**config.mk**
```make
export PLATFORM = sky130hd
export DESIGN_NAME = instr_sequencer
export DESIGN_NICKNAME = d
export VERILOG_FILES = /design/src/rtl/proc_pkg.sv /design/src/rtl/pc_unit.sv /design/src/rtl/instr_sequencer.sv
export SDC_FILE = /design/constraint.sdc
export NUM_CORES = 1
export LEC_CHECK = 0
export ABC_AREA = 1
export BUFFER_PORTS_ARGS = -buffer_cell sky130_fd_sc_hd__buf_2
export CAP_MARGIN = 30
export CELL_PAD_IN_SITES_DETAIL_PLACEMENT = 1
export CELL_PAD_IN_SITES_GLOBAL_PLACEMENT = 2
export CORE_MARGIN = 5
export CORE_UTILIZATION = 28
export DETAILED_ROUTE_END_ITERATION = 7
export GPL_ROUTABILITY_DRIVEN = 0
export PLACE_DENSITY_LB_ADDON = 0.1
export SYNTH_ARGS = -nofsm -noshare
export SYNTH_HDL_FRONTEND = slang
export SYNTH_HIERARCHICAL = 1
export SYNTH_SLANG_ARGS = --single-unit
```
**constraint.sdc**
```tcl
create_clock -name clk -period 3 [get_ports clk]
set_clock_uncertainty 0.1 [all_clocks]
set_input_delay 0.15 -clock clk [delete_from_list [all_inputs] [get_ports clk]]
set_output_delay 0.15 -clock clk [all_outputs]
set_load 0.005 [all_outputs]
```
**src/rtl/proc_pkg.sv**
```systemverilog
// Shared processor definitions: ISA opcodes, instruction field widths, sequencer state encoding.
// Used by the instruction sequencer, its PC unit, the instruction RAM and the control unit.
// Pure declarations; no logic, no timing.
package proc_pkg;

    localparam int OPCODE_W  = 6;
    localparam int OPERAND_W = 10;
    localparam int INSTR_W   = OPCODE_W + OPERAND_W;

    // ISA opcodes (6-bit)
    localparam logic [OPCODE_W-1:0] OP_CLAC   = 6'd2;
    localparam logic [OPCODE_W-1:0] OP_INAC   = 6'd7;
    localparam logic [OPCODE_W-1:0] OP_NOP    = 6'd46;
    localparam logic [OPCODE_W-1:0] OP_JUMPNZ = 6'd47;
    localparam logic [OPCODE_W-1:0] OP_JUMPZ  = 6'd52;

    typedef enum logic [2:0] {
        ST_IDLE  = 3'd0,
        ST_FETCH = 3'd1,
        ST_WAIT  = 3'd2,
        ST_ISSUE = 3'd3,
        ST_EXEC  = 3'd4,
        ST_HALT  = 3'd5
    } seq_state_e;

    function automatic logic is_jump(input logic [OPCODE_W-1:0] op);
        return (op == OP_JUMPZ) || (op == OP_JUMPNZ);
    endfunction

endpackage

```
**src/rtl/pc_unit.sv**
```systemverilog
// Program counter: holds PC, clears, increments, loads jump targets and flags out-of-range addresses.
// Latency: PC updates on the clock edge after clr/inc/load; range flags are combinational from PC/target.
// Backpressure: none; the sequencer FSM decides when to step.
// Ports: clk/rst (sync active-high), clr_i/inc_i/load_i commands (clr > load > inc),
//        target_i jump target, pc_o current PC, inc_oob_o PC+1 >= PROG_LEN, target_oob_o target >= PROG_LEN.
module pc_unit
    import proc_pkg::*;
#(
    parameter int          PC_W     = 8,
    parameter int unsigned PROG_LEN = 166
) (
    input  logic                 clk,
    input  logic                 rst,
    input  logic                 clr_i,
    input  logic                 inc_i,
    input  logic                 load_i,
    input  logic [OPERAND_W-1:0] target_i,
    output logic [PC_W-1:0]      pc_o,
    output logic                 inc_oob_o,
    output logic                 target_oob_o
);

    logic [PC_W-1:0] pc_q;
    logic [PC_W-1:0] pc_d;

    always_comb begin
        pc_d = pc_q;
        if (clr_i) begin
            pc_d = '0;
        end else if (load_i) begin
            pc_d = target_i[PC_W-1:0];
        end else if (inc_i) begin
            pc_d = pc_q + PC_W'(1);
        end
    end

    always_ff @(posedge clk) begin
        if (rst) begin
            pc_q <= '0;
        end else begin
            pc_q <= pc_d;
        end
    end

    // Compare at 32 bits so neither PC+1 nor the full 10-bit target can alias past PROG_LEN.
    assign inc_oob_o    = (32'(pc_q) + 32'd1) >= PROG_LEN;
    assign target_oob_o = 32'(target_i) >= PROG_LEN;
    assign pc_o         = pc_q;

endmodule

```
**src/rtl/instr_sequencer.sv**
```systemverilog
// Instruction sequencer: fetches words from instruction RAM, resolves jumps locally, issues the rest.
// Latency: FETCH->FETCH is 3 cycles for jumps, 4 cycles plus datapath wait for issued instructions.
// Backpressure: holds in EXEC until exec_done; start is ignored while busy.
// Ports: clk/rst (sync active-high), start pulse, instr_in RAM data, z_flag, exec_done;
//        instr_addr to RAM, ir_opcode/ir_operand/ir_valid to datapath, busy/halted/addr_err status.
module instr_sequencer
    import proc_pkg::*;
#(
    parameter int          PC_W     = 8,
    parameter int unsigned PROG_LEN = 166
) (
    input  logic                 clk,
    input  logic                 rst,
    input  logic                 start,
    input  logic [INSTR_W-1:0]   instr_in,
    input  logic                 z_flag,
    input  logic                 exec_done,
    output logic [PC_W-1:0]      instr_addr,
    output logic [OPCODE_W-1:0]  ir_opcode,
    output logic [OPERAND_W-1:0] ir_operand,
    output logic                 ir_valid,
    output logic                 busy,
    output logic                 halted,
    output logic                 addr_err
);

    seq_state_e           state_q, state_d;
    logic [PC_W-1:0]      instr_addr_q;
    logic [OPCODE_W-1:0]  ir_opcode_q;
    logic [OPERAND_W-1:0] ir_operand_q;
    logic                 addr_err_q;

    logic            pc_clr, pc_inc, pc_load;
    logic            addr_ld, ir_ld, err_set, err_clr;
    logic            jump_taken;
    logic [PC_W-1:0] pc;
    logic            inc_oob, target_oob;

    pc_unit #(
        .PC_W     (PC_W),
        .PROG_LEN (PROG_LEN)
    ) u_pc (
        .clk          (clk),
        .rst          (rst),
        .clr_i        (pc_clr),
        .inc_i        (pc_inc),
        .load_i       (pc_load),
        .target_i     (ir_operand_q),
        .pc_o         (pc),
        .inc_oob_o    (inc_oob),
        .target_oob_o (target_oob)
    );

    // z_flag only matters here, and this is only consulted in ISSUE.
    assign jump_taken = (ir_opcode_q == OP_JUMPZ) ? z_flag : ~z_flag;

    always_comb begin
        state_d  = state_q;
        pc_clr   = 1'b0;
        pc_inc   = 1'b0;
        pc_load  = 1'b0;
        addr_ld  = 1'b0;
        ir_ld    = 1'b0;
        err_set  = 1'b0;
        err_clr  = 1'b0;
        ir_valid = 1'b0;
        unique case (state_q)
            ST_IDLE: begin
                if (start) begin
                    pc_clr  = 1'b1;
                    state_d = ST_FETCH;
                end
            end
            ST_FETCH: begin
                addr_ld = 1'b1;
                state_d = ST_WAIT;
            end
            ST_WAIT: begin
                ir_ld   = 1'b1;
                state_d = ST_ISSUE;
            end
            ST_ISSUE: begin
                if (is_jump(ir_opcode_q)) begin
                    // Target range only matters when the branch is actually taken.
                    if (jump_taken) begin
                        if (target_oob) begin
                            err_set = 1'b1;
                            state_d = ST_HALT;
                        end else begin
                            pc_load = 1'b1;
                            state_d = ST_FETCH;
                        end
                    end else if (inc_oob) begin
                        err_set = 1'b1;
                        state_d = ST_HALT;
                    end else begin
                        pc_inc  = 1'b1;
                        state_d = ST_FETCH;
                    end
                end else if (ir_opcode_q == OP_NOP) begin
                    state_d = ST_HALT;
                end else begin
                    ir_valid = 1'b1;
                    state_d  = ST_EXEC;
                end
            end
            ST_EXEC: begin
                // exec_done seen during ISSUE never reaches here, so a same-cycle pulse is dropped.
                if (exec_done) begin
                    if (inc_oob) begin
                        err_set = 1'b1;
                        state_d = ST_HALT;
                    end else begin
                        pc_inc  = 1'b1;
                        state_d = ST_FETCH;
                    end
                end
            end
            ST_HALT: begin
                if (start) begin
                    pc_clr  = 1'b1;
                    err_clr = 1'b1;
                    state_d = ST_FETCH;
                end
            end
            default: begin
                state_d = ST_IDLE;
            end
        endcase
    end

    always_ff @(posedge clk) begin
        if (rst) begin
            state_q      <= ST_IDLE;
            instr_addr_q <= '0;
            ir_opcode_q  <= '0;
            ir_operand_q <= '0;
            addr_err_q   <= 1'b0;
        end else begin
            state_q <= state_d;
            if (addr_ld) begin
                instr_addr_q <= pc;
            end
            if (ir_ld) begin
                ir_opcode_q  <= instr_in[INSTR_W-1:OPERAND_W];
                ir_operand_q <= instr_in[OPERAND_W-1:0];
            end
            if (err_clr) begin
                addr_err_q <= 1'b0;
            end else if (err_set) begin
                addr_err_q <= 1'b1;
            end
        end
    end

    assign instr_addr = instr_addr_q;
    assign ir_opcode  = ir_opcode_q;
    assign ir_operand = ir_operand_q;
    assign busy       = (state_q != ST_IDLE) && (state_q != ST_HALT);
    assign halted     = (state_q == ST_HALT);
    assign addr_err   = addr_err_q;

endmodule

```
==> impl_metrics.csv <==
group,metric,value,unit
run_status,outcome,"complete, no violations",
setup_path,cp_cell_sequence,"ha_1, nand2_1, inv_1, nor2_1, nand2_1, nand3_1, nand2_1, nand2_1, nand2_1, nand2_1, nand3b_1, o32ai_1, nand2_1, inv_1, nand3_1, a31oi_1",
timing,finalSetupViolations,0,
floorplan,pin_count,49,
yosys,synth_nets,298,
setup_path,cp_slowest_stage_delay,470,ps
floorplan,core_area,6680,µm²
route,drc_errors,0,
power_and_ir_drop,p_per_area,572,nW/µm²
clock_tree,clock_path_buffers,2,
timing,max_freq,0.403,GHz
setup_path,rr_startpoint,"u_pc/pc_o[0]",
power_and_ir_drop,p_int,0.000901,W
setup_path,ff2ff_path_depth,16,
timing,fin_crit_sh,82.7,%
yosys,syn_area_per_cell,6.87,µm²
setup_path,critical_path.top_delay_family,"simple AND/OR/NAND/NOR gates",
timing,slew_viol_final,0,
worst_hold_path,min_path_type,"in2reg",
route,vias_per_cell,4.68,
yosys,postSynthCellCount,275,
yosys,synth-seq-area-share,38.1,%
setup_path,cp_data_arrival_time,2590,ps
floorplan,die_area,8490,µm²
setup_path,cp.required,3110,ps
setup_path,crit_buf_inv,2,
placement,place_area,2200,µm²
floorplan,die_w,92.1,µm
setup_path,path_class,"reg2reg",
clock_tree,cts_max_level,2,
clock_tree,tritoncts,"built",
layout,fillers,884,
power_and_ir_drop,p_sw,0.000487,W
route,drt_iter0_drc,53,
yosys,ys_types,32,
yosys,synth_top_area_share,38.1,%
yosys,synth_edf_count,0,
yosys,ys_ff_latch,36,
floorplan,rows,30,
yosys,synth_top_flop_cell,"dfxtp_1",
timing,rsz0062_at_grt,"no",
yosys,yosys.cell_count.top_type,"nand2_1",
clock_tree,cts-resized-gates,0,
global_routing,grt_pass1_vias,1993,
setup_path,cp_slowest_cell,"dfxtp_1",
power_and_ir_drop,switching_share,35.1,%
layout,final_area,2430,µm²
power_and_ir_drop,ir_worst_vdd,218,µV
route,post_drt_wl_per_cell,12.9,µm
layout,final_nets,360,
layout,area_growth,28.5,%
timing,slew_headroom,58.6,%
timing,finalHoldWorstSlack,44.2,ps
yosys,synth.cell_area,1890,µm²
layout,layout-drive-gt1-share,24.6,%
flow_run,maxCapViolations,0,
power_and_ir_drop,combPwrFrac,29.0,%
route,finalWirelength,5.36,mm
yosys,async_flop_share,0,%
clock_tree,root_buffer,"clkbuf_8",
power_and_ir_drop,p_clk_share,27.0,%
power_and_ir_drop,power,0.00139,W
placement,io_buffer_count,48,
clock_tree,cts_buffers,5,
layout,seq_area,721,µm²
global_routing,gr-total-overflow,0,
route,vias,1952,
global_routing,grt_pass1_wl,9.31,mm
layout,fin_util,36.3,%
setup_path,reg2reg_to,"u_pc/pc_o[4]",
global_routing,grt_max_degree,21,
layout,multi_input_area,973,µm²
global_routing,grt_use_total,13.4,%
floorplan,die_y,92.1,µm
power_and_ir_drop,p_leak,1.13,nW
yosys,synth_warnings,6,
yosys,yosys-top-cells-area,"dfxtp_1 38%, nand2_1 11%, nor2_1 7.7%",
clock_tree,cts.sinks,36,
timing,fin_crit,2480,ps
yosys,yosysTopAreaCell,"dfxtp_1",
floorplan,initial_core_util,28.3,%
layout,antenna_cells,0,
clock_tree,clk_pin_slew,70,ps
timing,hold_viol,0,
timing,finalSetupTns,0,ps
yosys,synth.top_cells.by_count,"54 x nand2_1, 39 x nor2_1, 36 x dfxtp_1, 33 x inv_1, 25 x nand3_1",
setup_path,end_kind,"flip-flop",
worst_hold_path,holdPathStages,3,
timing,tightest_slew,620,ps
worst_hold_path,min_to,"ir_opcode[2]",
setup_path,r2r_setup_slack,520,ps
setup_path,path_max_fanout,7,
setup_path,cp_common_cell,"nand2_1",
global_routing,antenna_found_initial,0,
placement,dp_hpwl,4.19,mm
power_and_ir_drop,p_seq_share,44.0,%
route,ant_nets,0,
setup_path,worst_setup_path_start_kind,"flip-flop",
route,dr.pass1.iters,4,
worst_hold_path,hold_start,"instr_in[12]",
clock_tree,clk_latency,280,ps
[state kept, by name, summed over array words and instances (netlist names)]
register / count
u_pc/pc_o: 8
state_q: 3
instr_addr: 8
addr_err: 1
ir_operand: 10
ir_opcode: 6
[worst max-delay path by stage]
stage	start	to	slack, ps	cells past startpoint
after detailed placement	u_pc/pc_o[0]	u_pc/pc_o[4]	520	16
after global placement	u_pc/pc_o[0]	u_pc/pc_o[6]	540	14
after CTS	u_pc/pc_o[0]	u_pc/pc_o[4]	490	16
final	u_pc/pc_o[0]	u_pc/pc_o[4]	520	16
after floorplan	u_pc/pc_o[0]	u_pc/pc_o[6]	870	16
after global routing	u_pc/pc_o[0]	u_pc/pc_o[4]	200	16
[power by group through the flow]
stage / Combinational [W] / Clock, W / Sequential [W]
floorplan: 0.000253 / 0 / 0.000612
global placement: 0.000400 / 0 / 0.000623
detailed placement: 0.000399 / 0 / 0.000624
CTS: 0.000414 / 0.000396 / 0.000614
global route: 0.000458 / 0.000418 / 0.000624
finish: 0.000403 / 0.000374 / 0.000611
[worst register-to-register path, cell delays in order (launching register included)]
cell and delay, ps:
dfxtp_1 470, ha_1 270, nand2_1 70, inv_1 90, nor2_1 60, nand2_1 60, nand3_1 70, nand2_1 70
nand2_1 50, nand2_1 50, nand2_1 90, nand3b_1 190, o32ai_1 190, nand2_1 160, inv_1 180, nand3_1 120
a31oi_1 130
[per-stage QoR]
stage                     setup WS, ps  cells
after floorplan                    872    275
after global placement             535    397
after detailed placement           517    397
after CTS                          486    417
after global routing               196    417
final                              520    417
[cells by family (layout without fill, tap and decap cells)]
kind of cell    count (synthesis)  in the layout  share of synthesized area (%)
simple gates                  140            140                           34.2
compound gates                 51             51                           16.0
buf+inv                        46            108                           10.3
flops                          36             36                           38.1
fa+ha+maj                       2              2                           1.32
[layout by cell type, fill, tap and decap left out, types with 3 or more instances in the layout]
cell type,synthesis,final
nor2_1,39,39
buf_2,4,48
a31oi_1,4,4
a21oi_2,3,3
o21ai_2,3,3
dlygate4sd3_1,0,13
clkbuf_8,0,7
inv_1,33,33
nand4_1,4,4
o21ai_0,21,21
dfxtp_1,36,36
nor2_2,3,3
nand2_2,5,5
nand3_1,25,25
buf_4,1,3
nand2_1,54,54
a21oi_1,15,15
nand3_2,4,4
[area by class of cell]
| class | instances | area share, % |
|---|---|---|
| Inverter | 37 | 5.93 |
| Sequential cell | 36 | 29.7 |
| Clock buffer | 7 | 3.97 |
| Timing Repair Buffer | 64 | 16.2 |
| Multi-Input combinational cell | 193 | 40.1 |
| Tap cell | 80 | 4.12 |
[what timing repair did]
action,in CTS,in global routing
hold buffers,13,0
endpoints found under the setup margin,0,0
buffers inserted,0,0
endpoints found under the hold margin,13,0
[per-layer routing]
layer	vias to the layer above	track usage [%]	routed length, µm
li1	1008	-	-
met1	885	17.8	2690
met2	51	21.7	2360
met3	8	3.36	262
met4	0	3.47	48
met5	-	0	0
No activity file was read; power rests on OpenSTA's default activity.
